## src/rtl/clk_pkg.sv

```systemverilog
// Shared constants and helpers for the tick generator: system clock rate,
// divisor calculation and the default 1 Hz / 2 Hz / 4 kHz divisor set.
package clk_pkg;

   localparam int unsigned CLK_HZ      = 50_000_000;
   localparam int          DEF_NUM_CH  = 3;
   localparam int          DEF_CNT_W   = 26;

   // Nearest even number of clk cycles per period for the requested rate.
   function automatic int unsigned div_from_hz(input int unsigned hz);
      return ((CLK_HZ + hz) / (2 * hz)) * 2;
   endfunction

   localparam logic [DEF_NUM_CH*DEF_CNT_W-1:0] DEFAULT_DIV_VEC = {
      DEF_CNT_W'(div_from_hz(4000)),
      DEF_CNT_W'(div_from_hz(2)),
      DEF_CNT_W'(div_from_hz(1))
   };

endpackage

```

## src/rtl/clk_tick_gen_if.sv

```systemverilog
// Control and output bundle of the tick generator; the master side drives
// the enables, the slave side (the generator) returns ticks and square waves.
interface clk_tick_gen_if #(
   parameter int NUM_CH = 3
);

   logic              en;
   logic              sync_clr;
   logic              fast;
   logic [NUM_CH-1:0] tick;
   logic [NUM_CH-1:0] sq;

   modport master (output en, output sync_clr, output fast, input tick, input sq);
   modport slave  (input en, input sync_clr, input fast, output tick, output sq);

endinterface

```

## src/rtl/clk_tick_chan.sv

```systemverilog
// One divider channel: a period counter plus registered tick pulse and
// 50 % square wave, with a selectable fast-mode divisor.
module clk_tick_chan
   import clk_pkg::*;
#(
   parameter int               CNT_W      = 26,
   parameter logic [CNT_W-1:0] DIV        = CNT_W'(CLK_HZ),
   parameter int               FAST_SHIFT = 10
) (
   input  logic clk,
   input  logic rst_n,
   input  logic en,
   input  logic sync_clr,
   input  logic fast,
   output logic tick,
   output logic sq
);

   localparam logic [CNT_W-1:0] DIV_SHR = DIV >> FAST_SHIFT;
   localparam logic [CNT_W-1:0] E_FAST  = (DIV_SHR < CNT_W'(2)) ? CNT_W'(2)
                                        : (DIV_SHR & ~CNT_W'(1));

   if (DIV < CNT_W'(4) || DIV[0]) begin : g_bad_div
      $error("clk_tick_chan: divisor %0d must be even and at least 4", DIV);
   end

   logic [CNT_W-1:0] cnt;
   logic [CNT_W-1:0] e_eff;
   logic [CNT_W-1:0] last;
   logic [CNT_W-1:0] half;

   assign e_eff = fast ? E_FAST : DIV;
   assign last  = e_eff - CNT_W'(1);
   assign half  = (e_eff >> 1) - CNT_W'(1);

   // Terminal uses >= so a shrinking divisor wraps at once instead of
   // running the counter all the way round; clearing sq there keeps the
   // square wave in phase after any divisor change.
   always_ff @(posedge clk or negedge rst_n) begin
      if (!rst_n) begin
         cnt  <= '0;
         tick <= 1'b0;
         sq   <= 1'b0;
      end else if (sync_clr) begin
         cnt  <= '0;
         tick <= 1'b0;
         sq   <= 1'b0;
      end else if (!en) begin
         tick <= 1'b0;
      end else if (cnt >= last) begin
         cnt  <= '0;
         tick <= 1'b1;
         sq   <= 1'b0;
      end else begin
         cnt  <= cnt + CNT_W'(1);
         tick <= 1'b0;
         if (cnt == half) begin
            sq <= 1'b1;
         end
      end
   end

endmodule

```

## src/rtl/clk_tick_gen.sv

```systemverilog
// Multi-channel clock divider: fans the shared controls out to one
// clk_tick_chan per rate and collects their tick and square-wave outputs.
module clk_tick_gen
   import clk_pkg::*;
#(
   parameter int                        NUM_CH     = DEF_NUM_CH,
   parameter int                        CNT_W      = DEF_CNT_W,
   parameter logic [NUM_CH*CNT_W-1:0]   DIV_VEC    = DEFAULT_DIV_VEC,
   parameter int                        FAST_SHIFT = 10
) (
   input  logic           clk,
   input  logic           rst_n,
   clk_tick_gen_if.slave  bus
);

   if (NUM_CH < 1 || NUM_CH > 8) begin : g_bad_num_ch
      $error("clk_tick_gen: NUM_CH=%0d outside 1..8", NUM_CH);
   end

   logic [NUM_CH-1:0] tick_w;
   logic [NUM_CH-1:0] sq_w;

   // Each divisor is a CNT_W-bit slice, so it always fits the counter.
   for (genvar i = 0; i < NUM_CH; i++) begin : g_chan
      clk_tick_chan #(
         .CNT_W      (CNT_W),
         .DIV        (DIV_VEC[i*CNT_W +: CNT_W]),
         .FAST_SHIFT (FAST_SHIFT)
      ) u_chan (
         .clk      (clk),
         .rst_n    (rst_n),
         .en       (bus.en),
         .sync_clr (bus.sync_clr),
         .fast     (bus.fast),
         .tick     (tick_w[i]),
         .sq       (sq_w[i])
      );
   end

   assign bus.tick = tick_w;
   assign bus.sq   = sq_w;

endmodule

```

## src/flat_wrapper.sv

```systemverilog
// flat-port wrapper written by rule: the top's interface ports become plain ports
module clk_tick_gen_flat import clk_pkg::*;
#(
   parameter int                        NUM_CH     = DEF_NUM_CH,
   parameter int                        CNT_W      = DEF_CNT_W,
   parameter logic [NUM_CH*CNT_W-1:0]   DIV_VEC    = DEFAULT_DIV_VEC,
   parameter int                        FAST_SHIFT = 10
)
  (clk, rst_n, bus_en, bus_sync_clr, bus_fast, bus_tick, bus_sq);
  clk_tick_gen_if #(.NUM_CH(NUM_CH)) bus_i ();
  input  logic clk;
  input  logic rst_n;
  input wire logic [$bits(bus_i.en)-1:0] bus_en;
  input wire logic [$bits(bus_i.sync_clr)-1:0] bus_sync_clr;
  input wire logic [$bits(bus_i.fast)-1:0] bus_fast;
  output wire logic [$bits(bus_i.tick)-1:0] bus_tick;
  output wire logic [$bits(bus_i.sq)-1:0] bus_sq;
  assign bus_i.en = bus_en;
  assign bus_i.sync_clr = bus_sync_clr;
  assign bus_i.fast = bus_fast;
  assign bus_tick = bus_i.tick;
  assign bus_sq = bus_i.sq;
  clk_tick_gen #(.NUM_CH(NUM_CH), .CNT_W(CNT_W), .DIV_VEC(DIV_VEC), .FAST_SHIFT(FAST_SHIFT)) u_core (.clk(clk), .rst_n(rst_n), .bus(bus_i));
endmodule
```

## config.mk

```make
export PLATFORM = sky130hd
export DESIGN_NAME = clk_tick_gen_flat
export DESIGN_NICKNAME = d
export VERILOG_FILES = /design/src/rtl/clk_pkg.sv /design/src/rtl/clk_tick_gen_if.sv /design/src/rtl/clk_tick_chan.sv /design/src/rtl/clk_tick_gen.sv /design/src/flat_wrapper.sv
export SDC_FILE = /design/constraint.sdc
export NUM_CORES = 1
export LEC_CHECK = 0
export BUFFER_PORTS_ARGS = -buffer_cell sky130_fd_sc_hd__buf_2
export CAP_MARGIN = 10
export CORE_ASPECT_RATIO = 0.75
export CORE_UTILIZATION = 40
export CTS_BUF_LIST = sky130_fd_sc_hd__clkbuf_8 sky130_fd_sc_hd__clkbuf_16
export DETAILED_ROUTE_END_ITERATION = 6
export GPL_TIMING_DRIVEN = 1
export PLACE_DENSITY = 0.57
export SYNTH_ARGS = -nofsm -noshare
export SYNTH_HDL_FRONTEND = slang
export SYNTH_SLANG_ARGS = --single-unit
```

## constraint.sdc

```tcl
create_clock -name clk -period 6.2 [get_ports clk]
set_input_delay 1.24 -clock clk [delete_from_list [all_inputs] [get_ports clk]]
set_output_delay 1.24 -clock clk [all_outputs]
set_load 0.005 [all_outputs]
```

# Word level (Yosys, flattened, before mapping)
# Cells that the tools add are included.
# totals
word_cells	64
output_inout_bits	6
memories	0
rom_bits	0
register_bits	84
input_bits	5
latch_bits	0
ramBits	0
# op_classes
n_mul	0
div	0
mux	33
n_reduce_logical	7
n_shift	0
addsub	9
magnitude_cmp	3
bitwise_logic	0
n_eq_ne	3
# ops
cell	count
2-to-1 mux 26 bit	10
adder 26 x 1 -> 26 bit, second input constant	3
equality test 26 bit	3
>= comparator 26 bit	3
subtractor 25 x 1 -> 26 bit, second input constant	3
subtractor 26 x 1 -> 26 bit, second input constant	3
2-to-1 mux 25 bit	1
2-to-1 mux 1 bit	21
2-to-1 mux 14 bit	1
nonzero test 3 bit	3
AND reduction 2 bit	3
nonzero test 2 bit	1

# Logic depth before layout (Yosys ltp)
# Gate-level depths: netlist of run 1.
# depth
depth_word	7
ltp_mapped	10
depth_no_buf	8

# By module
# From an unflattened synthesis of run 1, not the netlist that was laid out.
# hier_totals
cells_unflattened	602
hier_area_um2	5808.1
# modules_own_cells
mod	n_inst	seq_area_each_um2	area_per_inst_um2	cells_each
clk_tick_chan at u_core.g_chan[0].u_chan	1	700.7	2074.5	212
clk_tick_chan at u_core.g_chan[1].u_chan	1	700.7	2008.2	207
clk_tick_chan at u_core.g_chan[2].u_chan	1	700.7	1725.4	183

# Worst setup path before layout of run 1
# No wires, ideal clock.
# synth_timing
path_kind	input -> register
start	in bus_fast
end	reg u_core.g_chan[1].u_chan.cnt[0]
path_stages	8
setup_time_ps	78
n_path_buf	1
path_slack_ps	2897
t_required_ps	6122
t_arrival_ps	3225
path_cell_list	inv_1 -> ha_1 -> and4b_1 -> a221o_1 -> and4_1 -> clkbuf_1 -> or4b_1 -> a21oi_1
# synth_via
elab_chain_cells	6
# synth_rtl
item	line_no	text
start, declared	flat_wrapper.sv:15	input wire logic [$bits(bus_i.fast)-1:0] bus_fast;
2-to-1 mux 25 bit	clk_tick_chan.sv:32	assign e_eff = fast ? E_FAST : DIV;
subtractor 26 x 1 -> 26 bit	clk_tick_chan.sv:33	assign last = e_eff - CNT_W'(1);
>= comparator 26 bit	clk_tick_chan.sv:50	end else if (cnt >= last) begin
2-to-1 mux 26 bit	clk_tick_chan.sv:50	
2-to-1 mux 26 bit	clk_tick_chan.sv:48	end else if (!en) begin
2-to-1 mux 26 bit	clk_tick_chan.sv:44	end else if (sync_clr) begin
end signal, assigned	clk_tick_chan.sv:55	cnt <= cnt + CNT_W'(1);
end, declared	clk_tick_chan.sv:27	logic [CNT_W-1:0] cnt;
# No other way between the ends. The select of a mux whose other input is x is not followed.
# A chain may end at the register's enable or synchronous reset.

# Worst setup path in the final report of run 1
# layout_timing
start	in bus_fast
end	reg u_core.g_chan[0].u_chan.cnt[23]
# layout_via
elab_chain_cells	6
# layout_rtl
item	line_no
2-to-1 mux 26 bit	clk_tick_chan.sv:32
subtractor 26 x 1 -> 26 bit	clk_tick_chan.sv:33
>= comparator 26 bit	clk_tick_chan.sv:50
2-to-1 mux 26 bit	clk_tick_chan.sv:50
2-to-1 mux 26 bit	clk_tick_chan.sv:48
2-to-1 mux 26 bit	clk_tick_chan.sv:44
end signal, assigned	clk_tick_chan.sv:55
end, declared	clk_tick_chan.sv:27
# No other way between the ends. The select of a mux whose other input is x is not followed.

==> results of run 1 <==
-- routing by layer --
| layer | routed length [µm] | global-route usage |
|---|---|---|
| met1 | 6150 | 0.290 |
| met2 | 4830 | 0.265 |
| met3 | 516 | 0.0384 |
| met4 | 146 | 0.0619 |
| met5 | 0 | 0 |
-- flip-flops by register name (all words and copies together) (netlist names) --
register and flops:
u_core.g_chan.u_chan.sq 3, u_core.g_chan.u_chan.cnt 78, u_core.g_chan.u_chan.tick 3
-- layout make-up --
| type | instances | area (µm²) |
|---|---|---|
| clock buffer | 12 | 267 |
| clock inverter | 4 | 23.8 |
| fill | 1184 | 6820 |
| inverter | 7 | 26.3 |
| multi-input combinational | 435 | 2870 |
| sequential | 84 | 2100 |
| tap | 166 | 208 |
| timing repair buffer | 13 | 75.1 |
-- cells in the mapped netlist, types with 2 or more instances --
| cell type | n | area, µm² |
|---|---|---|
| buf_4 | 6 | 45.0 |
| buf_2 | 5 | 25.0 |
| or2_2 | 4 | 25.0 |
| and3_1 | 22 | 138 |
| dfrtp_1 | 84 | 2100 |
| a21oi_1 | 14 | 70.1 |
| inv_1 | 7 | 26.3 |
| o31ai_1 | 2 | 15.0 |
| and4b_1 | 2 | 20.0 |
| and4_1 | 5 | 43.8 |
| xnor2_1 | 21 | 184 |
| a211oi_1 | 3 | 22.5 |
| nor2b_1 | 4 | 25.0 |
| nor2_1 | 76 | 285 |
| nor3b_1 | 3 | 22.5 |
| o211ai_1 | 3 | 22.5 |
| a2111o_1 | 2 | 22.5 |
| nand2b_1 | 6 | 37.5 |
| a31oi_1 | 8 | 50.1 |
| a21o_1 | 6 | 45.0 |
| a31o_2 | 2 | 17.5 |
| nand3_1 | 32 | 160 |
| nor3_1 | 30 | 150 |
| a211o_1 | 4 | 35.0 |
| nand2_1 | 30 | 113 |
| nor4b_1 | 6 | 52.6 |
| o21a_1 | 4 | 30.0 |
| nand4_1 | 27 | 169 |
| clkbuf_1 | 17 | 63.8 |
| ha_1 | 38 | 475 |
| o21ai_0 | 10 | 50.1 |
| nor4_1 | 14 | 87.6 |
| or4b_1 | 2 | 20.0 |
| nand4b_1 | 3 | 26.3 |
| xor2_1 | 38 | 333 |
-- cell families (layout without fill, tap and decap cells) --
family,Yosys count,after routing
AOI/OAI and AO/OA,64,64
xor gates and xnor gates,59,59
adders and majority gates,38,38
buffers and inverters,36,36
DFF,84,84
and+or+nand+nor,274,274
-- report_power, final --
part | switching [mW] | total (mW) | internal (mW)
logic | 0.0439 | 0.0614 | 0.0175
clock network | 0.216 | 0.518 | 0.302
registers | 0.00660 | 0.558 | 0.552
total | 0.267 | 1.14 | 0.871
-- worst reg2reg max path, stage by stage (launching register included) --
cell and delay [ps]:
dfrtp_1 430, ha_1 320, or3b_2 440, nor4_1 250, o221ai_1 210, o211ai_1 290
a21o_1 710, nor2_1 130
-- how the worst min path moves through the flow --
stage | slack, ps | start | endpoint | cells past startpoint
5_1_grt | 520 | u_core.g_chan[0].u_chan.sq | u_core.g_chan[0].u_chan.sq | 2
2_1_floorplan | 460 | u_core.g_chan[2].u_chan.sq | u_core.g_chan[2].u_chan.sq | 2
3_5_place_dp | 500 | u_core.g_chan[0].u_chan.sq | u_core.g_chan[0].u_chan.sq | 2
4_1_cts | 510 | u_core.g_chan[0].u_chan.sq | u_core.g_chan[0].u_chan.sq | 2
3_3_place_gp | 500 | u_core.g_chan[0].u_chan.sq | u_core.g_chan[0].u_chan.sq | 2
6_report | 500 | u_core.g_chan[0].u_chan.sq | u_core.g_chan[0].u_chan.sq | 2
-- through the flow --
stage                     cells  worst slack (ps)  hold slack [ps]
after floorplan             555              2900              464
after global placement      705              1950              500
after detailed placement    705              1770              495
after CTS                   721              2110              507
after global routing        721              1870              521
final                       721              2150              500
-- layout by cell type, fill, tap and decap left out, drive strengths merged, types with 14 or more instances in the layout --
cell type,instances
a21oi,14
and3,22
dfrtp,84
ha,38
nand2,31
nand3,32
nand4,27
nor2,76
nor3,30
nor4,14
xnor2,21
xor2,38
==> results.json, run 1 <==
{
  "ir_drop_uv": 153,
  "async_flop_share": 1.00,
  "drt-total-wl_um": 11600,
  "syn_inst": 555,
  "grt_antenna_before_repair": 0,
  "cp.depth": 9,
  "syn_nets": 598,
  "die_w_um": 133,
  "vias": 4090,
  "avgSynthCellArea_um2": 9.27,
  "cp_slowest_cell": "a21o_1",
  "setup_viol": 0,
  "crit_fanout": 27,
  "p_leak_nw": 2.52,
  "cap_violations": 0,
  "place.gp.congestion": 0.895,
  "worstRegToRegCells": 7,
  "antennaDiodeCount": 0,
  "nets": 593,
  "rows": 35,
  "finish.utilization": 0.450,
  "cts.clk_slew.worst_paths_ps": 60,
  "start_kind": "input pin",
  "netlist_area_um2": 5150,
  "dp_hpwl_um": 8160,
  "finalWorstPathRequiredPeriod_ps": 4050,
  "drive_gt1_frac": 0.0685,
  "grt_max_degree": 57,
  "yosys.area_share.simple": 0.281,
  "synth_compound_area_frac": 0.0846,
  "hold_viol_final": 0,
  "end_kind": "register",
  "cts_max_level": 3,
  "synth-seq-cells": 84,
  "rsz0062_at_grt": "false",
  "overflow": 0,
  "firstDrtPassIters": 5,
  "cts-root-buf": "clkbuf_16",
  "synth.distinct_cells": 50,
  "numPortBuffers": 10,
  "cts.sinks": 84,
  "grt_pass1_wl_um": 20000,
  "dr.first_iter.drc_count": 247,
  "totalPowerFinal_mw": 1.14,
  "reg2reg_to": "u_core.g_chan[0].u_chan.cnt[23]",
  "power.density_nw_per_um2": 204,
  "synth.yosys.warnings": 0,
  "tritoncts": "yes",
  "grt_use_total": 0.190,
  "cp.required_ps": 6390,
  "hold_buffers": 0,
  "timing.slew.headroom": 0.485,
  "coreArea_um2": 12400,
  "status": "completed",
  "initial_core_util": 0.415,
  "fin_skew_ps": 4.60,
  "cpPeakStageDelay_ps": 710,
  "ios": 11,
  "worstPathArrival_ps": 4240,
  "cts_max_path_buffers": 2,
  "clk_latency_ps": 340,
  "dieArea_um2": 13300,
  "postCtsSetupRepairBufs": 0,
  "crit_type": "in2reg",
  "synth_ff_type": "dfrtp_1",
  "wl_per_cell_um": 16.1,
  "crit_chain": "buf_2 > inv_1 > ha_1 > nand4_1 > nor4_1 > o221ai_1 > o211ai_1 > a21o_1 > nor2_1",
  "ant_nets": 0,
  "crit_buf_inv": 2,
  "area_delta_synth_final_pct": 8.31,
  "tns_ps": 0,
  "setup.worst_path.start": "bus_fast",
  "final_area_um2": 5580,
  "cp_top_family": "compound AO/OA/AOI/OAI gates",
  "tightest_slew_ps": 773,
  "die-height_um": 100,
  "grt_pass1_vias": 3813,
  "r2r_slack_ps": 3270,
  "synth-seq-area-share": 0.408,
  "crit_end": "u_core.g_chan[0].u_chan.cnt[23]",
  "synth.mux.area_fraction": 0,
  "crit-reg2reg-launch": "u_core.g_chan[0].u_chan.cnt[17]",
  "synth_top_family_by_area": "simple AND/OR/NAND/NOR gates",
  "synth_edf_count": 0,
  "post_dp_cell_area_um2": 5290,
  "cts_buffers": 9,
  "synth_fa_ha_area_frac": 0.0924,
  "vias_per_cell": 5.67,
  "hp-class": "reg2reg",
  "drc": 0,
  "cts_resized": 0,
  "max_freq_mhz": 247,
  "drv_slew": 0,
  "synthXorXnorAreaFrac": 0.100,
  "finalCritPeriodShare": 0.653
}
Power figures use the tool's default switching activity.
==> inputs of run 2 (changes only) <==
==> constraint.sdc (replaced) <==
create_clock -name clk -period 4.2 [get_ports clk]
set_input_delay 0.84 -clock clk [delete_from_list [all_inputs] [get_ports clk]]
set_output_delay 0.84 -clock clk [all_outputs]
set_load 0.005 [all_outputs]
==> run 2 against run 1 <==
  * Critical path depth is 1 lower
  * Sequential share of layout area is 0.39 points lower
  * Clock power is 65% higher
  * Sequential power is 48% higher
  * Register-to-register slack worse by 1700 ps
  * Design area is 1.0% higher
  * First-iteration DRC count is 23% higher
  * Combinational power is 51% higher
  * Count of clock-buffer cells in the layout is 3 lower
  * Critical endpoint is now u_core.g_chan[1].u_chan.cnt[9]
  * Die area stayed put
  * Utilization is 0.46 points higher
  * Wire length is 1.8% higher
==> results.json, run 2 (synthesis results as in run 1) <==
{
  "drc": 0,
  "crit_chain": "buf_2 > inv_1 > ha_1 > and4b_1 > a221o_1 > and4_1 > o21a_1 > nor3_1",
  "dr.first_iter.drc_count": 305,
  "intPower_mw": 1.36,
  "hold_buffers": 0,
  "start_kind": "input pin",
  "rsz0062_at_grt": "false",
  "layout_common_cells": "dfrtp_1 (84), nor2_1 (76), xor2_1 (38), ha_1 (38), nand3_1 (32)",
  "vias_per_cell": 5.70,
  "top_register": "u_core.g_chan.u_chan.cnt",
  "pwr-share-clk": 0.483,
  "crit_fanout": 22,
  "dieArea_um2": 13300,
  "switching_power_uw": 411,
  "cts.clk_slew.worst_paths_ps": 70,
  "postCtsSetupRepairBufs": 0,
  "numPortBuffers": 10,
  "grt_pass1_wl_um": 20700,
  "hold_viol_final": 0,
  "cp_slowest_cell": "o21a_1",
  "setup_viol": 0,
  "firstDrtPassIters": 5,
  "grt_use_total": 0.195,
  "p_leak_nw": 2.55,
  "area_delta_synth_final_pct": 9.43,
  "crit_type": "in2reg",
  "rows": 35,
  "place.gp.congestion": 0.854,
  "coreArea_um2": 12400,
  "die-height_um": 100,
  "overflow": 0,
  "reg_top3": "u_core.g_chan.u_chan.cnt: 78 flops, u_core.g_chan.u_chan.sq: 3 flops, u_core.g_chan.u_chan.tick: 3 flops",
  "power.density_nw_per_um2": 314,
  "cts_buffers": 9,
  "die_w_um": 133,
  "tightest_slew_ps": 1070,
  "nets": 597,
  "grt_pass1_vias": 4053,
  "vias": 4131,
  "tns_ps": 0,
  "cp.required_ps": 4450,
  "end_kind": "register",
  "dp.cells": 709,
  "drv_slew": 0,
  "wl_per_cell_um": 16.4,
  "fin_skew_ps": 9.48,
  "cts.sinks": 84,
  "finalCritPeriodShare": 0.763,
  "cap_violations": 0,
  "grt_antenna_before_repair": 0,
  "crit_buf_inv": 2,
  "seqPwrFrac": 0.465,
  "ant_nets": 0,
  "drive_gt1_frac": 0.0751,
  "cts_resized": 0,
  "largest_reg_flops": 78,
  "cpPeakStageDelay_ps": 470,
  "finalWorstPathRequiredPeriod_ps": 3210,
  "drt-total-wl_um": 11900,
  "ios": 11,
  "final_common_cell": "dfrtp_1",
  "cts-root-buf": "clkbuf_16",
  "clk_latency_ps": 340,
  "post_layout_nonfiller_instances": 725,
  "worstPathArrival_ps": 3450,
  "ir_drop_uv": 245,
  "timing.slew.headroom": 0.285,
  "hp-class": "reg2reg",
  "status": "completed",
  "initial_core_util": 0.415,
  "cts_max_level": 3,
  "dp_hpwl_um": 8410,
  "swShare": 0.232,
  "max_freq_mhz": 312,
  "tritoncts": "yes",
  "antennaDiodeCount": 0,
  "cp_top_family": "simple AND/OR/NAND/NOR gates",
  "pwr-share-comb": 0.052,
  "grt_max_degree": 85,
  "cts_max_path_buffers": 2
}
[run 2: cell types whose count changed in the layout (fill, tap and decap cells not counted), sizes merged]
cell    before  now
buf         13   17
clkbuf      12    9
bufinv       0    2
clkinv       1    2
[run 2: worst paths after layout]
path	from	end	slack (ps)	depth (start not counted)
worst max-delay path	bus_fast	u_core.g_chan[1].u_chan.cnt[9]	990	8
worst min-delay path	u_core.g_chan[2].u_chan.cnt[24]	u_core.g_chan[2].u_chan.cnt[24]	530	2
worst max register to register	u_core.g_chan[1].u_chan.cnt[16]	u_core.g_chan[1].u_chan.cnt[9]	1610	7
worst min register to register	u_core.g_chan[2].u_chan.cnt[24]	u_core.g_chan[2].u_chan.cnt[24]	530	2
max in group asynchronous	rst_n	u_core.g_chan[0].u_chan.cnt[18]	2820	1
min in group asynchronous	rst_n	u_core.g_chan[0].u_chan.tick	700	1
[run 2: power by group through the flow]
stage          logic (mW)  registers, mW  clock network [mW]
3_5_place_dp       0.0945          0.839                   0
6_report           0.0927          0.824               0.855
3_3_place_gp       0.0905          0.839                   0
5_1_grt             0.107          0.824               0.905
4_1_cts            0.0946          0.823               0.871
2_1_floorplan      0.0524          0.835                   0
[run 2: cell type report]
type	instances	area (µm²)
clock inverters	7	92.6
multi-input cells	435	2870
well taps	166	208
flip-flops and latches	84	2100
clock buffers	9	225
fillers	1161	6760
repair buffers	17	105
inverters	7	26.3
[run 2: per-stage QoR]
step / setup WS (ps) / power [mW] / hold WS [ps] / utilization / instance area (µm²)
5_1_grt: 717 / 1.84 / 561 / 0.455 / 5630
6_report: 994 / 1.77 / 526 / 0.455 / 5630
3_3_place_gp: 752 / 0.929 / 508 / 0.429 / 5320
4_1_cts: 999 / 1.79 / 527 / 0.455 / 5630
2_1_floorplan: 1300 / 0.888 / 464 / - / 5150
3_5_place_dp: 641 / 0.933 / 515 / 0.429 / 5320
[run 2: worst reg2reg max path: cells and delay by family, from the launching register on]
kind	cells	cell delay (ps)
DFF	1	450
AOI/OAI and AO/OA	3	1290
and+or+nand+nor	3	440
adders and majority gates	1	310
[run 2: routing by layer]
layer | vias up | track usage | share of wire
li1 | 2001 | - | -
met1 | 2043 | 0.291 | 0.53
met2 | 76 | 0.287 | 0.42
met3 | 11 | 0.0348 | 0.037
met4 | 0 | 0.0548 | 0.012
met5 | - | 0 | 0
==> inputs of run 3 (changes only) <==
--- a/config.mk
+++ b/config.mk
@@ -12,7 +12,7 @@
 export CTS_BUF_LIST = sky130_fd_sc_hd__clkbuf_8 sky130_fd_sc_hd__clkbuf_16
 export DETAILED_ROUTE_END_ITERATION = 6
 export GPL_TIMING_DRIVEN = 1
-export PLACE_DENSITY = 0.57
+export PLACE_DENSITY = 0.59
 export SYNTH_ARGS = -nofsm -noshare
 export SYNTH_HDL_FRONTEND = slang
 export SYNTH_SLANG_ARGS = --single-unit
==> constraint.sdc (replaced) <==
create_clock -name clk -period 2.81 [get_ports clk]
set_input_delay 0.562 -clock clk [delete_from_list [all_inputs] [get_ports clk]]
set_output_delay 0.562 -clock clk [all_outputs]
set_load 0.005 [all_outputs]
==> run 3 against run 2 <==
  * Global-route usage barely moved
  * Die area did not move
  * Count of clock-buffer cells in the layout did not move
  * Register-to-register slack got worse by 1300 ps
  * Sequential power rose by 49%
  * Critical path type unchanged
  * Power rose by 39%
  * Via count rose by 1.5%
  * Sequential share of layout area fell by 0.98 points
==> results.json, run 3 (synthesis results as in run 1) <==
{
  "drv_slew": 0,
  "drc": 0,
  "multiInputGateArea_um2": 2870,
  "ios": 11,
  "wl_per_cell_um": 16.0,
  "worst_slack_ps": 237,
  "timing.slew.headroom": 0.593,
  "hold_buffers": 0,
  "numPortBuffers": 10,
  "cap_violations": 0,
  "cts_buffers": 9,
  "r2r_slack_ps": 300,
  "power.density_nw_per_um2": 426,
  "dieArea_um2": 13300,
  "rsz0062_at_grt": "false",
  "coreArea_um2": 12400,
  "worstPathArrival_ps": 2830,
  "cts-root-buf": "clkbuf_16",
  "end_kind": "register",
  "drt-total-wl_um": 11900,
  "firstDrtPassIters": 5,
  "cts_max_level": 3,
  "postCtsSetupRepairBufs": 0,
  "crit-reg2reg-launch": "u_core.g_chan[1].u_chan.cnt[16]",
  "setup.worst_path.start": "bus_fast",
  "grt_max_degree": 85,
  "area_delta_synth_final_pct": 12.4,
  "fillers": 1181,
  "dp_hpwl_um": 8420,
  "clk_latency_ps": 340,
  "grt_pass1_wl_um": 20700,
  "cts_resized": 0,
  "timing.hold.ws_ps": 243,
  "layout_common_cells": "dfrtp_1 (84), nor2_1 (76), xor2_1 (38), ha_1 (38), nand3_1 (32)",
  "tritoncts": "yes",
  "finalCritPeriodShare": 0.916,
  "reg2reg_to": "u_core.g_chan[1].u_chan.cnt[2]",
  "hp-class": "in2async",
  "vias_per_cell": 5.64,
  "finalWorstPathRequiredPeriod_ps": 2570,
  "top_register": "u_core.g_chan.u_chan.cnt",
  "crit_type": "in2reg",
  "start_kind": "input pin",
  "cp.required_ps": 3070,
  "rows": 35,
  "tightest_slew_ps": 608,
  "overflow": 0,
  "largest_reg_flops": 78,
  "place.gp.congestion": 0.911,
  "vias": 4192,
  "antennaDiodeCount": 0,
  "pre_cts_ws_ps": -79.5,
  "crit_end": "u_core.g_chan[1].u_chan.cnt[2]",
  "final_common_cell": "dfrtp_1",
  "grt_pass1_vias": 4033,
  "die-height_um": 100,
  "p_leak_nw": 2.64,
  "die_w_um": 133,
  "initial_core_util": 0.415,
  "max_freq_mhz": 389,
  "grt_use_total": 0.196,
  "reg_top3": "u_core.g_chan.u_chan.cnt: 78 flops, u_core.g_chan.u_chan.sq: 3 flops, u_core.g_chan.u_chan.tick: 3 flops",
  "status": "completed",
  "drive_gt1_frac": 0.104,
  "ir_drop_uv": 325,
  "cts_max_path_buffers": 2,
  "crit_fanout": 7,
  "nets": 617,
  "fin_skew_ps": 8.73,
  "cts.clk_slew.worst_paths_ps": 60,
  "worstRegToRegCells": 7,
  "ff_latch_area_um2": 2100,
  "hold_viol_final": 0,
  "grt_antenna_before_repair": 0,
  "tns_ps": 0,
  "setup_viol": 0,
  "cts.sinks": 84,
  "ant_nets": 0,
  "dr.first_iter.drc_count": 302
}
==> run 3: stage by stage <==
step | power, mW | std cells | cell area (µm²) | utilization
CTS | 2.49 | 743 | 5790 | 0.467
global route | 2.56 | 743 | 5790 | 0.467
floorplan | 1.33 | 555 | 5150 | -
global placement | 1.41 | 729 | 5530 | 0.446
finish | 2.46 | 743 | 5790 | 0.467
detailed placement | 1.41 | 729 | 5530 | 0.446
==> run 3: routing by layer <==
layer | share of wire | track usage | routed length [µm]
met4 | 0.0076 | 0.0575 | 90
met3 | 0.042 | 0.0389 | 494
met5 | 0 | 0 | 0
met2 | 0.41 | 0.271 | 4910
met1 | 0.54 | 0.302 | 6370
==> run 3: area by class of cell <==
cell class	instances	share of cell area
multi-input cells	435	0.497
well taps	166	0.0359
flip-flops and latches	84	0.363
inverters	7	0.00454
repair buffers	37	0.0549
clock buffers	9	0.0389
clock inverters	5	0.00562
==> run 3: report_power, final <==
part | switching, mW | internal (mW)
Clock | 0.486 | 0.586
Combinational | 0.101 | 0.0579
Sequential | 0.0142 | 1.22
Total | 0.602 | 1.86
==> run 3: worst min-delay path by stage <==
stage | start | to | slack [ps] | depth (start not counted)
final | rst_n | u_core.g_chan[2].u_chan.cnt[8] | 240 | 2
after global routing | rst_n | u_core.g_chan[2].u_chan.cnt[9] | 280 | 2
after CTS | rst_n | u_core.g_chan[2].u_chan.cnt[18] | 280 | 2
after detailed placement | u_core.g_chan[2].u_chan.cnt[23] | u_core.g_chan[2].u_chan.cnt[23] | 520 | 2
after global placement | u_core.g_chan[0].u_chan.sq | u_core.g_chan[0].u_chan.sq | 500 | 2
after floorplan | rst_n | u_core.g_chan[0].u_chan.cnt[0] | 270 | 0
==> run 3: critical path: stages <==
cell and delay (ps):
buf_2 140, buf_12 140, buf_4 150, ha_1 320, a21o_1 190, a21oi_1 140, a21oi_1 110, a211o_1 350
or4b_1 530, a31oi_1 190
